===== src/rtl/seq_mult_n.sv =====
// seq_mult_n: shift-add multiplier with built-in start/busy/done control.
// Signed operands are multiplied as magnitudes and the sign is applied at the end.
module seq_mult_n #(
   parameter int SIZE       = 32,
   parameter int EARLY_EXIT = 1
) (
   input  logic              clk,
   input  logic              reset,
   input  logic              start,
   input  logic              signed_mode,
   input  logic [SIZE-1:0]   a,
   input  logic [SIZE-1:0]   b,
   output logic              busy,
   output logic              done,
   output logic [2*SIZE-1:0] prod
);

   localparam int CW = $clog2(SIZE) + 1;
   localparam logic [CW-1:0] LAST = CW'(SIZE - 1);

   localparam logic [1:0] IDLE   = 2'd0;
   localparam logic [1:0] RUN    = 2'd1;
   localparam logic [1:0] FINISH = 2'd2;

   logic [1:0]        state;
   logic [2*SIZE-1:0] areg;
   logic [SIZE-1:0]   breg;
   logic [2*SIZE-1:0] acc;
   logic [CW-1:0]     cnt;
   logic              neg;

   logic [SIZE-1:0]   magA;
   logic [SIZE-1:0]   magB;
   logic              lastIter;

   // operand magnitudes and loop-exit condition
   always_comb begin
      magA     = (signed_mode && a[SIZE-1]) ? -a : a;
      magB     = (signed_mode && b[SIZE-1]) ? -b : b;
      lastIter = (cnt == LAST) ||
                 ((EARLY_EXIT != 0) && ((breg >> 1) == '0));
   end

   assign busy = (state == RUN) || (state == FINISH);

   // control FSM and shift-add datapath
   always_ff @(posedge clk) begin
      if (!reset) begin
         state <= IDLE;
         areg  <= '0;
         breg  <= '0;
         acc   <= '0;
         cnt   <= '0;
         neg   <= 1'b0;
         done  <= 1'b0;
         prod  <= '0;
      end else begin
         done <= 1'b0;
         unique case (state)
            IDLE: begin
               if (start) begin
                  areg  <= {{SIZE{1'b0}}, magA};
                  breg  <= magB;
                  acc   <= '0;
                  cnt   <= '0;
                  neg   <= signed_mode & (a[SIZE-1] ^ b[SIZE-1]);
                  state <= RUN;
               end
            end
            RUN: begin
               if (breg[0]) acc <= acc + areg;
               areg <= areg << 1;
               breg <= breg >> 1;
               cnt  <= cnt + 1'b1;
               if (lastIter) state <= FINISH;
            end
            FINISH: begin
               prod  <= neg ? -acc : acc;
               done  <= 1'b1;
               state <= IDLE;
            end
            default: state <= IDLE;
         endcase
      end
   end

endmodule

===== config.mk =====
export PLATFORM = sky130hd
export DESIGN_NAME = seq_mult_n
export DESIGN_NICKNAME = d
export VERILOG_FILES = /design/src/rtl/seq_mult_n.sv
export SDC_FILE = /design/constraint.sdc
export NUM_CORES = 1
export LEC_CHECK = 0
export CAP_MARGIN = 30
export CORE_ASPECT_RATIO = 1.75
export CORE_UTILIZATION = 49
export DETAILED_ROUTE_END_ITERATION = 10
export PLACE_DENSITY = 0.76
export RECOVER_POWER = 25
export SLEW_MARGIN = 0
export SYNTH_ARGS = -nofsm -noshare
export SYNTH_HDL_FRONTEND = slang
export SYNTH_SLANG_ARGS = --single-unit
export TNS_END_PERCENT = 100

===== constraint.sdc =====
create_clock -name clk -period 8.3 [get_ports clk]
set_input_delay 1.66 -clock clk [delete_from_list [all_inputs] [get_ports clk]]
set_output_delay 1.66 -clock clk [all_outputs]
set_load 0.05 [all_outputs]

==> results.json, run 1 <==
{
  "status": "finished, final reports clean",
  "via_count": 14536,
  "holdCritPathClass": "reg2reg",
  "rows": 84,
  "setup.worst_path.end_class": "flip-flop",
  "tritoncts": "built",
  "post_route_cells_drive_above_1_share_pct": 4.173,
  "ys_async_sr_fraction_pct": 0,
  "detail_route.wirelength_um": 45390,
  "worstPathCellList": "clkdlybuf4s50_1 -> inv_1 -> ha_1 -> nand2b_1 -> or4b_2 -> nor4_1 -> nand2_1 -> o31ai_1 -> a21boi_0 -> a21bo_2 -> xor2_1 -> nand2_1 -> a311oi_1",
  "place.port_buffers": 133,
  "peakVddDrop_mv": 0.1718,
  "total_power_uw": 3307,
  "reg2reg_setup_slack_ns": 3.51,
  "die_x_um": 133.8,
  "max_slew_margin_pct": 32.95,
  "grt_pass1_wl_um": 71870,
  "mapped_nets": 2106,
  "category_of_the_most_critical_setup_path": "in2reg",
  "most-common-layout-cells": "sky130_fd_sc_hd__nand2_1, sky130_fd_sc_hd__dfxtp_1, sky130_fd_sc_hd__nor2_1, sky130_fd_sc_hd__a21oi_1, sky130_fd_sc_hd__o21ai_0",
  "floorplan.initialDensity_pct": 49.71,
  "clock_sink_count": 234,
  "area_delta_synth_final_pct": 15.96,
  "drt_iter0_drc": 760,
  "fin_crit_sh_pct": 60.36,
  "final_net_count": 2158,
  "initial_antenna_violation_count": 0,
  "cp_max_fo": 5,
  "fillCellCount": 2832,
  "floorplan.die.height_um": 232.6,
  "drt-pass1-iter-count": 6,
  "worst_clock_skew_ns": 0.01853,
  "dp_worst_setup_slack_ns": 2.748,
  "cts-buffers-inserted": 25,
  "synthesis.area_um2": 14890,
  "netlist-cell-type-count": 67,
  "startpoint_type": "primary input",
  "post-route-min-period_ns": 5.009,
  "setup_viol": 0,
  "grtUsageMet3_pct": 2.919,
  "critical_register_to_register_path_startpoint": "acc[0]$_SDFFE_PN0P_",
  "total_power_per_unit_cell_area_nw_per_um2": 191.5,
  "wl_per_cell_um": 18.72,
  "critical_path.reg2reg.endpoint": "acc[60]$_SDFFE_PN0P_",
  "maxCapViolCount": 0,
  "hold_path.startpoint": "breg[4]$_SDFFE_PN0P_",
  "hold_viol_final": 0,
  "commonest_non_fill_non_tap_cell_in_the_layout": "sky130_fd_sc_hd__nand2_1",
  "drt_drc_violations_left": 0,
  "placed_cell_areas_um2": 16420,
  "number_of_enable_flip_flop_cells_after_synthesis": 0,
  "first_global_vias": 13980,
  "critical_path.slowest_cell": "sky130_fd_sc_hd__or4b_2",
  "finalWorstSetupSlack_ns": 3.291,
  "final_max_slew_viol_count": 0,
  "busiest_metal_layer_after_global_routing": "met2",
  "fmax_ghz": 0.1996,
  "rsz0062_at_grt": "false",
  "postRouteAntennaNets": 0,
  "data_required_time_of_the_worst_path_ns": 8.75,
  "cells_after_synthesis": 1967,
  "critPathCapture": "areg[30]$_SDFFE_PN0P_",
  "startpoint": "a[0]",
  "worstSkewPairLatency_ns": 0.54,
  "grt_max_degree": 107,
  "drt-vias-per-instance": 5.997,
  "cts-root-buf": "sky130_fd_sc_hd__clkbuf_16",
  "cts_setup_buffers": 0,
  "diodes": 0,
  "cts-resized-gates": 0,
  "synth-main-ff-cell": "sky130_fd_sc_hd__dfxtp_1",
  "ioPinCount": 134,
  "grtUsageMet2_pct": 55.17,
  "postSynthRegisterBits": 234,
  "core_region_area_um2": 29950,
  "ctsHoldBuffers": 0,
  "floorplan.die_area_um2": 31120,
  "power.static_leakage_uw": 0.006747,
  "worstMarginPinSlew_ns": 1.006,
  "hpwlAfterDp_um": 34160,
  "path_clk_slew_ns": 0.07,
  "grt_util_all_layers_pct": 29.03,
  "cts.htree.levels": 1,
  "timing.reg2reg.worst_path_depth": 13,
  "synth_area_per_cell_um2": 7.570,
  "arrival_ns": 5.46,
  "critical-path-top-cell-by-count": "sky130_fd_sc_hd__nand2_1",
  "yosysWarningCount": 0,
  "fin_tns_setup_ns": 0,
  "final_core_util_pct": 57.65,
  "met1_usage_pct": 29.21,
  "final_non_filler_cell_area_um2": 17270,
  "seqCellArea_um2": 4686,
  "multi_input_comb_area_um2": 9669,
  "clock_path_buffers": 3,
  "synth-seq-area-share_pct": 31.46,
  "cp_slowest_stage_delay_ns": 0.66,
  "gp_congestion": 0.9799,
  "overflow": 0
}
==> how the worst min path moves through the flow <==
stage                       endpoint  slack (ns)  cells after the start
2_1_floorplan  breg[13]$_SDFFE_PN0P_        0.44                      2
3_3_place_gp   breg[21]$_SDFFE_PN0P_        0.45                      2
3_5_place_dp    breg[4]$_SDFFE_PN0P_        0.46                      2
4_1_cts        breg[15]$_SDFFE_PN0P_        0.47                      2
5_1_grt        breg[11]$_SDFFE_PN0P_        0.49                      2
6_report        breg[4]$_SDFFE_PN0P_        0.47                      2
==> power breakdown <==
group,switching (uW),internal [uW],leakage [uW]
Sequential,77.7,1220,0.00190
Clock,480,706,0.000415
Combinational,560,268,0.00443
==> layer usage <==
layer | part of all wire [%] | up-vias | wire length, um
li1 | - | 7145 | -
met1 | 36 | 6809 | 16520
met2 | 53 | 432 | 23950
met3 | 3.9 | 150 | 1788
met4 | 6.9 | 0 | 3127
met5 | 0 | - | 0
==> state kept, by name (all words and copies together), names as in the netlist <==
| name | count |
|---|---|
| acc | 64 |
| breg | 32 |
| areg | 64 |
| done | 1 |
| cnt | 6 |
| state | 2 |
| prod | 64 |
| neg | 1 |
==> per-stage QoR <==
step	hold WS (ns)	instances
floorplan	0.4443	1967
global placement	0.4548	2377
detailed placement	0.4634	2379
CTS	0.4721	2424
global route	0.4882	2424
finish	0.4710	2424
==> cell families after synthesis <==
family	count (synthesis)	synth area share [%]
AO/OA/AOI/OAI	596	25.26
XOR/XNOR	177	10.41
adder cells (fa/ha/maj)	71	6.016
buffers and inverters	153	3.865
flip-flops	234	31.46
multiplexers	21	1.412
AND/OR/NAND/NOR	715	21.58
==> worst max-delay path: cells and delay by family <==
family / cells / cell delay (ns)
AOI/OAI and AO/OA: 4 / 1.59
xor gates and xnor gates: 1 / 0.12
adders and majority gates: 1 / 0.17
buffers and inverters: 2 / 0.49
and+or+nand+nor: 5 / 1.42
==> synthesized netlist by cell type (8+ instances only) <==
| cell type | number | share of area (%) |
|---|---|---|
| sky130_fd_sc_hd__clkbuf_1 | 110 | 2.8 |
| sky130_fd_sc_hd__or3_1 | 20 | 0.84 |
| sky130_fd_sc_hd__o31ai_1 | 25 | 1.3 |
| sky130_fd_sc_hd__a21oi_1 | 162 | 5.4 |
| sky130_fd_sc_hd__mux2i_1 | 21 | 1.4 |
| sky130_fd_sc_hd__nand3_1 | 18 | 0.61 |
| sky130_fd_sc_hd__o21bai_1 | 11 | 0.55 |
| sky130_fd_sc_hd__and2_1 | 12 | 0.50 |
| sky130_fd_sc_hd__nor2_1 | 220 | 5.5 |
| sky130_fd_sc_hd__inv_1 | 30 | 0.76 |
| sky130_fd_sc_hd__a31oi_1 | 8 | 0.34 |
| sky130_fd_sc_hd__nor4_1 | 21 | 0.88 |
| sky130_fd_sc_hd__o41ai_1 | 17 | 1.0 |
| sky130_fd_sc_hd__xor2_1 | 101 | 5.9 |
| sky130_fd_sc_hd__a22oi_1 | 64 | 3.2 |
| sky130_fd_sc_hd__or2_2 | 10 | 0.42 |
| sky130_fd_sc_hd__ha_1 | 70 | 5.9 |
| sky130_fd_sc_hd__a21o_1 | 25 | 1.3 |
| sky130_fd_sc_hd__nand2_1 | 292 | 7.4 |
| sky130_fd_sc_hd__nand2b_1 | 10 | 0.42 |
| sky130_fd_sc_hd__nor2b_1 | 11 | 0.46 |
| sky130_fd_sc_hd__nor3_1 | 28 | 0.94 |
| sky130_fd_sc_hd__nand4_1 | 30 | 1.3 |
| sky130_fd_sc_hd__a211oi_1 | 46 | 2.3 |
| sky130_fd_sc_hd__xnor2_1 | 76 | 4.5 |
| sky130_fd_sc_hd__o21ai_0 | 157 | 5.3 |
| sky130_fd_sc_hd__o21a_1 | 8 | 0.40 |
| sky130_fd_sc_hd__buf_1 | 10 | 0.25 |
| sky130_fd_sc_hd__o211ai_1 | 29 | 1.5 |
| sky130_fd_sc_hd__dfxtp_1 | 234 | 31 |
| sky130_fd_sc_hd__or4_1 | 12 | 0.61 |
==> cell type report <==
class                           instances  share of cell area (%)
Multi-Input combinational cell       1580                   56.00
Timing Repair Buffer                  146                   8.369
Tap cell                              387                   2.804
Sequential cell                       234                   27.14
Clock buffer                           32                   3.949
Inverter                               32                  0.7246
Clock inverter                         13                   1.022
No activity file was read; power rests on OpenSTA's default activity.
==> run 2, diff against run 1 <==
==> constraint.sdc (replaced) <==
create_clock -name clk -period 4.67 [get_ports clk]
set_input_delay 0.934 -clock clk [delete_from_list [all_inputs] [get_ports clk]]
set_output_delay 0.934 -clock clk [all_outputs]
set_load 0.05 [all_outputs]
==> run 2 against run 1 <==
Against the previous run: the flow now finishes with violations (max-capacitance violations, max-slew violations); global-route usage fell by 0.46 points; die area did not move; sequential cell count did not move; clock-buffer cell count fell by 1; register-to-register slack got worse by 3.1 ns; largest cell class unchanged.
==> results.json, run 2 (synthesized netlist as in run 1, its figures left out) <==
{
  "status": "finished with violations",
  "violations": "max-capacitance violations, max-slew violations",
  "category_of_the_most_critical_setup_path": "reg2reg",
  "setup.worst_path.end_class": "flip-flop",
  "wl_per_cell_um": 18.34,
  "final_non_filler_cell_area_um2": 17400,
  "cts.htree.levels": 1,
  "die_x_um": 133.8,
  "cp_max_fo": 6,
  "drt-vias-per-instance": 5.994,
  "hold_viol_final": 0,
  "power.net_switching_uw": 1972,
  "post-route-min-period_ns": 4.276,
  "hold_path.startpoint": "breg[15]$_SDFFE_PN0P_",
  "worst_clock_skew_ns": 0.02446,
  "critical-path-top-cell-by-count": "sky130_fd_sc_hd__o41ai_1",
  "timing.reg2reg.worst_path_depth": 14,
  "detail_route.wirelength_um": 44780,
  "power.static_leakage_uw": 0.006777,
  "tritoncts": "built",
  "path_clk_slew_ns": 0.06,
  "floorplan.die.height_um": 232.6,
  "core_region_area_um2": 29950,
  "first_global_vias": 14007,
  "total_power_per_unit_cell_area_nw_per_um2": 339.0,
  "final_net_count": 2177,
  "finalWorstSetupSlack_ns": 0.3939,
  "diodes": 0,
  "initial_antenna_violation_count": 0,
  "hold_path_depth": 2,
  "critical_path.reg2reg.endpoint": "acc[60]$_SDFFE_PN0P_",
  "worstMarginPinSlew_ns": 2.549,
  "rsz0062_at_grt": "false",
  "area_delta_synth_final_pct": 16.86,
  "grt_pass1_wl_um": 71000,
  "grt_util_all_layers_pct": 28.57,
  "grt_max_degree": 188,
  "post_route_cells_drive_above_1_share_pct": 5.061,
  "maxCapViolCount": 2,
  "power_frac_comb_pct": 25.4,
  "worstPathCellList": "ha_1 -> inv_1 -> fa_1 -> nor2b_1 -> o31a_1 -> o211ai_1 -> a2111oi_0 -> nor2_1 -> o41ai_1 -> buf_4 -> a31oi_1 -> o41ai_1 -> xnor2_1 -> o21ai_0",
  "dp_worst_setup_slack_ns": 0.1718,
  "critical_path.slowest_cell": "sky130_fd_sc_hd__a2111oi_0",
  "critical_register_to_register_path_startpoint": "acc[0]$_SDFFE_PN0P_",
  "peakVddDrop_mv": 0.2835,
  "clock_path_buffers": 3,
  "gp_congestion": 0.9989,
  "place.port_buffers": 133,
  "holdCritPathClass": "reg2reg",
  "final_max_slew_viol_count": 264,
  "ctsHoldBuffers": 0,
  "fmax_ghz": 0.2339,
  "top_regs": "acc x64, areg x64, prod x64",
  "commonest_non_fill_non_tap_cell_in_the_layout": "sky130_fd_sc_hd__nand2_1",
  "setup_viol": 0,
  "cts-resized-gates": 0,
  "drt-pass1-iter-count": 5,
  "cts-buffers-inserted": 24,
  "fin_tns_setup_ns": 0,
  "drt_iter0_drc": 864,
  "floorplan.die_area_um2": 31120,
  "via_count": 14638,
  "clock_sink_count": 234,
  "most-common-layout-cells": "sky130_fd_sc_hd__nand2_1, sky130_fd_sc_hd__dfxtp_1, sky130_fd_sc_hd__nor2_1, sky130_fd_sc_hd__a21oi_1, sky130_fd_sc_hd__o21ai_0",
  "p_sw_share_pct": 33.44,
  "int_power_uw": 3926,
  "cp_slowest_stage_delay_ns": 0.66,
  "postRouteAntennaNets": 0,
  "drt_drc_violations_left": 0,
  "hpwlAfterDp_um": 33750,
  "rows": 84,
  "final_core_util_pct": 58.09,
  "worstSkewPairLatency_ns": 0.55,
  "reg2reg_setup_slack_ns": 0.39,
  "crit_family": "compound AO/OA/AOI/OAI gates",
  "clock_power_share_pct": 35.7,
  "overflow": 0,
  "timing.critical_path.buf_inv": 2,
  "floorplan.initialDensity_pct": 49.71,
  "data_required_time_of_the_worst_path_ns": 5.07,
  "fin_crit_sh_pct": 91.57,
  "max_slew_margin_pct": -69.91,
  "placed_cell_areas_um2": 16570,
  "arrival_ns": 4.68,
  "ioPinCount": 134,
  "seq_power_share_pct": 39.0,
  "cts_setup_buffers": 0,
  "cts-root-buf": "sky130_fd_sc_hd__clkbuf_16",
  "hold-path-endpoint": "breg[15]$_SDFFE_PN0P_",
  "startpoint_type": "flip-flop"
}
## run 2: through the flow
| stage | cells | power (uW) | hold WS, ns |
|---|---|---|---|
| after global routing | 2442 | 6139 | 0.4876 |
| after CTS | 2442 | 5929 | 0.4749 |
| after floorplan | 1967 | 3346 | 0.4443 |
| after detailed placement | 2399 | 3837 | 0.4656 |
| after global placement | 2399 | 3809 | 0.4553 |
| final | 2442 | 5899 | 0.4729 |
## run 2: layout make-up
class                   count  area (um2)
clock inverters            12       173.9
flip-flops and latches    234        4686
repair buffers            166        1588
well taps                 387       484.2
clock buffers              31       688.2
multi-input cells        1580        9657
fillers                  2792       12550
inverters                  32       123.9
## run 2: worst reg2reg max path, stage by stage, from the launching register on
cell and delay (ns):
sky130_fd_sc_hd__dfxtp_1 0.40, sky130_fd_sc_hd__ha_1 0.20, sky130_fd_sc_hd__inv_1 0.06, sky130_fd_sc_hd__fa_1 0.39
sky130_fd_sc_hd__nor2b_1 0.19, sky130_fd_sc_hd__o31a_1 0.24, sky130_fd_sc_hd__o211ai_1 0.18, sky130_fd_sc_hd__a2111oi_0 0.66
sky130_fd_sc_hd__nor2_1 0.25, sky130_fd_sc_hd__o41ai_1 0.40, sky130_fd_sc_hd__buf_4 0.20, sky130_fd_sc_hd__a31oi_1 0.22
sky130_fd_sc_hd__o41ai_1 0.49, sky130_fd_sc_hd__xnor2_1 0.16, sky130_fd_sc_hd__o21ai_0 0.08
## run 2: how the worst max path moves through the flow
stage,startpoint,end,depth (start not counted)
3_5_place_dp,a[0],areg[30]$_SDFFE_PN0P_,13
3_3_place_gp,a[0],areg[30]$_SDFFE_PN0P_,13
2_1_floorplan,a[0],areg[30]$_SDFFE_PN0P_,12
5_1_grt,acc[0]$_SDFFE_PN0P_,acc[60]$_SDFFE_PN0P_,14
6_report,acc[0]$_SDFFE_PN0P_,acc[60]$_SDFFE_PN0P_,14
4_1_cts,acc[0]$_SDFFE_PN0P_,acc[60]$_SDFFE_PN0P_,14
## run 2: power groups by stage
stage	logic, uW	registers [uW]	clock network (uW)
after global routing	1620	2310	2200
after global placement	1480	2330	0
after CTS	1500	2300	2130
after floorplan	842	2500	0
final	1500	2300	2100
after detailed placement	1500	2340	0
## run 2: layer usage
layer	vias up	part of all wire (%)	global-route usage, %
met5	-	0	0
met1	6848	37	29.19
met4	0	6.9	19.21
met2	479	52	54.16
met3	132	4.2	2.680
li1	7179	-	-
==> run 3, diff against run 2 <==
--- a/config.mk
+++ b/config.mk
@@ -5,13 +5,13 @@
 export SDC_FILE = /design/constraint.sdc
 export NUM_CORES = 1
 export LEC_CHECK = 0
-export CAP_MARGIN = 30
+export CAP_MARGIN = 20
 export CORE_ASPECT_RATIO = 1.75
 export CORE_UTILIZATION = 49
+export CTS_CLUSTER_SIZE = 16
 export DETAILED_ROUTE_END_ITERATION = 10
 export PLACE_DENSITY = 0.76
 export RECOVER_POWER = 25
-export SLEW_MARGIN = 0
 export SYNTH_ARGS = -nofsm -noshare
 export SYNTH_HDL_FRONTEND = slang
 export SYNTH_SLANG_ARGS = --single-unit
==> results of run 3 <==
The final DEF is identical to that of run 2; final timing and power are the same.
